**src/rtl/uart_rx.sv**
```systemverilog
// uart_rx: 8-bit serial receiver with a single-entry output buffer.
// Frame: start + 8 data bits (LSB first) + optional even parity + stop.
// Optional feature macro: UART_RX_PARITY_EN adds the PARITY state and
// parity checking; without it parity_err_o is tied low.
module uart_rx #(
  parameter int CLKS_PER_BIT = 16
) (
  input  logic       clk,
  input  logic       rst_n,
  input  logic       rx,
  output logic [7:0] data_o,
  output logic       valid_o,
  input  logic       ready_i,
  output logic       frame_err_o,
  output logic       parity_err_o,
  output logic       overrun_o
);

  localparam int TW = $clog2(CLKS_PER_BIT);
  localparam logic [TW-1:0] HALF_M1 = TW'(CLKS_PER_BIT/2 - 1);
  localparam logic [TW-1:0] FULL_M1 = TW'(CLKS_PER_BIT - 1);

`ifdef UART_RX_PARITY_EN
  typedef enum logic [2:0] {
    IDLE      = 3'd0,
    START     = 3'd1,
    DATA      = 3'd2,
    PARITY    = 3'd3,
    STOP      = 3'd4,
    WAIT_IDLE = 3'd5
  } state_t;
`else
  typedef enum logic [2:0] {
    IDLE      = 3'd0,
    START     = 3'd1,
    DATA      = 3'd2,
    STOP      = 3'd4,
    WAIT_IDLE = 3'd5
  } state_t;
`endif

  state_t          state_q, state_d;
  logic [1:0]      sync_q;
  logic            rx_s;
  logic [TW-1:0]   timer_q;
  logic [2:0]      bit_cnt_q;
  logic [7:0]      shift_q;
  logic            half_tick, full_tick;
  logic            sample_data, stop_tick;
  logic            par_bad;

  assign rx_s      = sync_q[1];
  assign half_tick = (timer_q == HALF_M1);
  assign full_tick = (timer_q == FULL_M1);

  // Two-flop synchronizer; idles high so reset never looks like a start bit
  always_ff @(posedge clk or negedge rst_n) begin
    if (!rst_n) sync_q <= 2'b11;
    else        sync_q <= {sync_q[0], rx};
  end

  // State register
  always_ff @(posedge clk or negedge rst_n) begin
    if (!rst_n) state_q <= IDLE;
    else        state_q <= state_d;
  end

  // Next-state logic
  always_comb begin
    state_d = state_q;
    case (state_q)
      IDLE:      if (!rx_s) state_d = START;
      START:     if (half_tick) state_d = rx_s ? IDLE : DATA;
      DATA: begin
        if (full_tick && bit_cnt_q == 3'd7) begin
`ifdef UART_RX_PARITY_EN
          state_d = PARITY;
`else
          state_d = STOP;
`endif
        end
      end
`ifdef UART_RX_PARITY_EN
      PARITY:    if (full_tick) state_d = STOP;
`endif
      STOP:      if (full_tick) state_d = rx_s ? IDLE : WAIT_IDLE;
      WAIT_IDLE: if (rx_s) state_d = IDLE;
      default:   state_d = IDLE;
    endcase
  end

  // Output decode: per-state sampling strobes for the datapath
  always_comb begin
    sample_data = 1'b0;
    stop_tick   = 1'b0;
    case (state_q)
      DATA:    sample_data = full_tick;
      STOP:    stop_tick   = full_tick;
      default: ;
    endcase
  end

  // Bit timer: zero on every state entry, wraps each bit period inside DATA
  always_ff @(posedge clk or negedge rst_n) begin
    if (!rst_n)                                       timer_q <= '0;
    else if (state_d != state_q || state_q == IDLE)   timer_q <= '0;
    else if (full_tick)                               timer_q <= '0;
    else                                              timer_q <= timer_q + 1'b1;
  end

  // Data shift register, LSB arrives first so shift in from the top
  always_ff @(posedge clk or negedge rst_n) begin
    if (!rst_n) begin
      shift_q   <= 8'h00;
      bit_cnt_q <= 3'd0;
    end else if (state_q == IDLE) begin
      bit_cnt_q <= 3'd0;
    end else if (sample_data) begin
      shift_q   <= {rx_s, shift_q[7:1]};
      bit_cnt_q <= bit_cnt_q + 3'd1;
    end
  end

`ifdef UART_RX_PARITY_EN
  logic par_bit_q;

  // Capture the received parity bit at mid-bit
  always_ff @(posedge clk or negedge rst_n) begin
    if (!rst_n)                                  par_bit_q <= 1'b0;
    else if (state_q == PARITY && full_tick)     par_bit_q <= rx_s;
  end

  // Even parity: the parity bit equals the XOR of the data bits
  assign par_bad = (par_bit_q != ^shift_q);
`else
  assign par_bad = 1'b0;
`endif

  // Output buffer and one-cycle status pulses, all resolved at the stop sample
  always_ff @(posedge clk or negedge rst_n) begin
    if (!rst_n) begin
      data_o       <= 8'h00;
      valid_o      <= 1'b0;
      frame_err_o  <= 1'b0;
      parity_err_o <= 1'b0;
      overrun_o    <= 1'b0;
    end else begin
      frame_err_o  <= 1'b0;
      parity_err_o <= 1'b0;
      overrun_o    <= 1'b0;
      if (valid_o && ready_i) valid_o <= 1'b0;
      if (stop_tick) begin
        if (!rx_s)                     frame_err_o  <= 1'b1;
        else if (par_bad)              parity_err_o <= 1'b1;
        else if (valid_o && !ready_i)  overrun_o    <= 1'b1;
        else begin
          // A consume in this same cycle is overridden by the new byte
          data_o  <= shift_q;
          valid_o <= 1'b1;
        end
      end
    end
  end

endmodule

```
**config.mk**
```make
export PLATFORM = sky130hd
export DESIGN_NAME = uart_rx
export DESIGN_NICKNAME = d
export VERILOG_FILES = /design/src/rtl/uart_rx.sv
export SDC_FILE = /design/constraint.sdc
export NUM_CORES = 1
export LEC_CHECK = 0
export BUFFER_PORTS_ARGS = -buffer_cell sky130_fd_sc_hd__buf_4
export CAP_MARGIN = 20
export CORE_ASPECT_RATIO = 1.4
export CORE_MARGIN = 5
export CORE_UTILIZATION = 45
export DETAILED_ROUTE_END_ITERATION = 8
export PLACE_DENSITY = 0.71
export SLEW_MARGIN = 15
export SYNTH_ARGS = -nofsm -noshare
export SYNTH_HDL_FRONTEND = slang
export SYNTH_SLANG_ARGS = --single-unit
```
**constraint.sdc**
```tcl
create_clock -name clk -period 2.4 [get_ports clk]
set_clock_uncertainty 0.2 [all_clocks]
set_input_delay 0.24 -clock clk [delete_from_list [all_inputs] [get_ports clk]]
set_output_delay 0.24 -clock clk [all_outputs]
set_load 0.05 [all_outputs]
```
==> qor.yml <==
period_share_pct: 88.97
hp-class: "in -> reg"
crit_family: "simple AND/OR/NAND/NOR gates"
clkPwrFrac_pct: 37.2
layout_setup_ws_ns: 0.2648
crit_fanout: 9
clkSlewWorstSetupHoldPaths_ns: 0.07
cts_resized: 0
syn_inst: 111
core_area_mm2: 0.003033
initial_core_util_pct: 45.79
yosys.area.top_type: "dfrtp_1"
layout-drive-gt1-share_pct: 35.66
synth-seq-area-share_pct: 56.04
wl_um: 2468
ys_seq_elements: 31
async_flop_share_pct: 100.0
min_period_ns: 2.135
syn_avg_cell_area_um2: 12.51
clock_latency_ns: 0.28
htree_levels: 2
power.net_switching_w: 0.0003935
syn_to_final_growth_pct: 19.01
io_buffers: 14
drc: 0
p_seq_share_pct: 45.6
first_pass_iters: 4
post-route-util_pct: 54.50
grt_pass1_vias: 960
ant_nets: 0
drt_iter0_drc: 36
slowest_delay_ns: 0.38
wire_per_inst_um: 14.69
slew_violations: 0
fin_tns_setup_ns: 0
critPathLaunchType: "flop"
crit_arrival_ns: 2.10
yosys-top-cells-area: "dfrtp_1 52%, mux2_2 14%, dfstp_2 3.8%"
cts_tree: "yes"
critPathKind: "reg -> reg"
antenna_found_initial: 0
vdd_drop_max_uv: 572.0
cts_root_buf: "clkbuf_8"
cp-end-kind: "flop"
max_cap_viol_count: 0
synth_cell_types: 34
critPathRequiredTime_ns: 2.36
n_antenna_cell: 0
syn_area_mm2: 0.001389
clkSinkCount: 31
grt_max_degree: 32
cp_common_cell: "buf_4"
io-pin-count: 16
overflow: 0
place.gp.congestion: 0.8690
viasPerCell: 5.357
grt_pass1_wl_um: 4402
synth_warnings: 0
slowest_stage: "dfrtp_1"
rows: 24
hpwl_um: 1696
worst-path-buf-inv: 2
clk_path_buf_depth: 2
die_w_um: 56.95
hold_violations: 0
internal_power_w: 0.001020
nets: 135
dp_slack_ns: 0.2732
vias: 900
place_area_mm2: 0.001515
grt_usage_pct: 13.45
die_area_mm2: 0.004313
ys.flop_type: "dfrtp_1"
timing.final.setup_violations: 0
p_leak_nw: 0.8272
swShare_pct: 27.83
numCtsBuffers: 5
synth_edf_count: 0
crit_chain: "ha_1, buf_4, and3_1, nand4_1, nor2b_1, buf_4, mux2_2"
p_per_area_mw_per_mm2: 855.5
final_area_mm2: 0.001653
synth_top_area_share_pct: 52.25
synth_nets: 118
status: "finished, final reports clean"
combinationalPowerShare_pct: 17.2
fmax_mhz: 468.3
die_h_um: 75.74
grt_setup_unrepaired: "false"
## logic make-up after synthesis
logic type,synth area share (%)
DFF,56.04
and+or+nand+nor,13.33
muxes,13.78
AOI/OAI and AO/OA,9.098
buffers and inverters,4.144
adders and majority gates,2.703
other,0.2700
xor gates and xnor gates,0.6307
## layer usage
metal / track usage (%) / vias up / wire length (um)
met2: 22.36 / 20 / 1301
met4: 7.216 / 0 / 43
met1: 14.72 / 441 / 1017
met3: 5.593 / 6 / 106
li1: - / 433 / -
met5: 0 / - / 0
## what timing repair did
item / in CTS / in global routing
endpoints found under the hold margin: 32 / 0
buffers inserted: 0 / 0
hold buffers: 2 / 0
## worst min-delay path: stages
cell and delay, ns:
buf_4 0.07, nand2b_1 0.13, nor2_1 0.06
## synthesized netlist by cell type, types with 3 or more instances
| library cell | number |
|---|---|
| nand4_1 | 3 |
| nor2_1 | 7 |
| a21oi_1 | 3 |
| clkbuf_1 | 3 |
| dfrtp_1 | 29 |
| buf_2 | 4 |
| nand2_1 | 3 |
| a22o_1 | 5 |
| ha_1 | 3 |
| nand3_1 | 3 |
| mux2_2 | 17 |
## worst paths after layout
path / from / end / slack (ns) / cells after the start
setup / recovery: timer_q[0] / data_o[1] / 0.26 / 7
hold / removal: ready_i / overrun_o / 0.06 / 3
setup reg to reg: timer_q[0] / data_o[1] / 0.26 / 7
hold reg to reg: sync_q[0] / sync_q[1] / 0.16 / 0
max in group asynchronous: rst_n / sync_q[0] / 1.46 / 2
min in group asynchronous: rst_n / bit_cnt_q[0] / 0.22 / 2
## per-stage QoR
step	power, W	hold WS [ns]	std cells
global placement	0.0008771	-0.01216	158
CTS	0.001428	0.06327	168
floorplan	0.0008470	-0.2556	111
global route	0.001495	0.08169	168
detailed placement	0.0008959	-0.009747	158
finish	0.001414	0.06270	168
## final cells by class
class                   instances  area [um^2]
multi-input cells              69        553.0
flip-flops and latches         31        778.2
clock buffers                   6        82.58
repair buffers                 19        147.6
fillers                       269         1380
inverters                       2        7.507
well taps                      39        48.80
clock inverters                 2        35.03
## state kept, by name, summed over array words and instances, names as in the netlist
name,flops
data_o,8
shift_q,8
timer_q,4
bit_cnt_q,3
state_q,3
sync_q,2
frame_err_o,1
overrun_o,1
valid_o,1
## power by group through the flow
| stage | Sequential, W | Combinational (W) | Clock, W |
|---|---|---|---|
| 2_1_floorplan | 0.000596 | 0.000251 | 0 |
| 3_3_place_gp | 0.000647 | 0.000230 | 0 |
| 3_5_place_dp | 0.000652 | 0.000244 | 0 |
| 4_1_cts | 0.000643 | 0.000249 | 0.000537 |
| 5_1_grt | 0.000653 | 0.000278 | 0.000564 |
| 6_report | 0.000645 | 0.000243 | 0.000526 |
## placed cells by master, fill, tap and decap left out, types with 2 or more instances in the layout
cell and instances:
a21o_1 2, dfstp_2 2, nor3_1 2, nor4bb_1 2, clkbuf_8 6, nand3b_1 2
dfrtp_1 29, nand4_1 3, mux2_2 17, buf_4 17, nand3_1 3, ha_1 3
nand2b_1 2, a22o_1 5, nand2_1 3, nor2_1 7, nand4b_1 2, a21oi_1 3
dlygate4sd3_1 2, inv_1 2
Power figures use the tool's default switching activity.
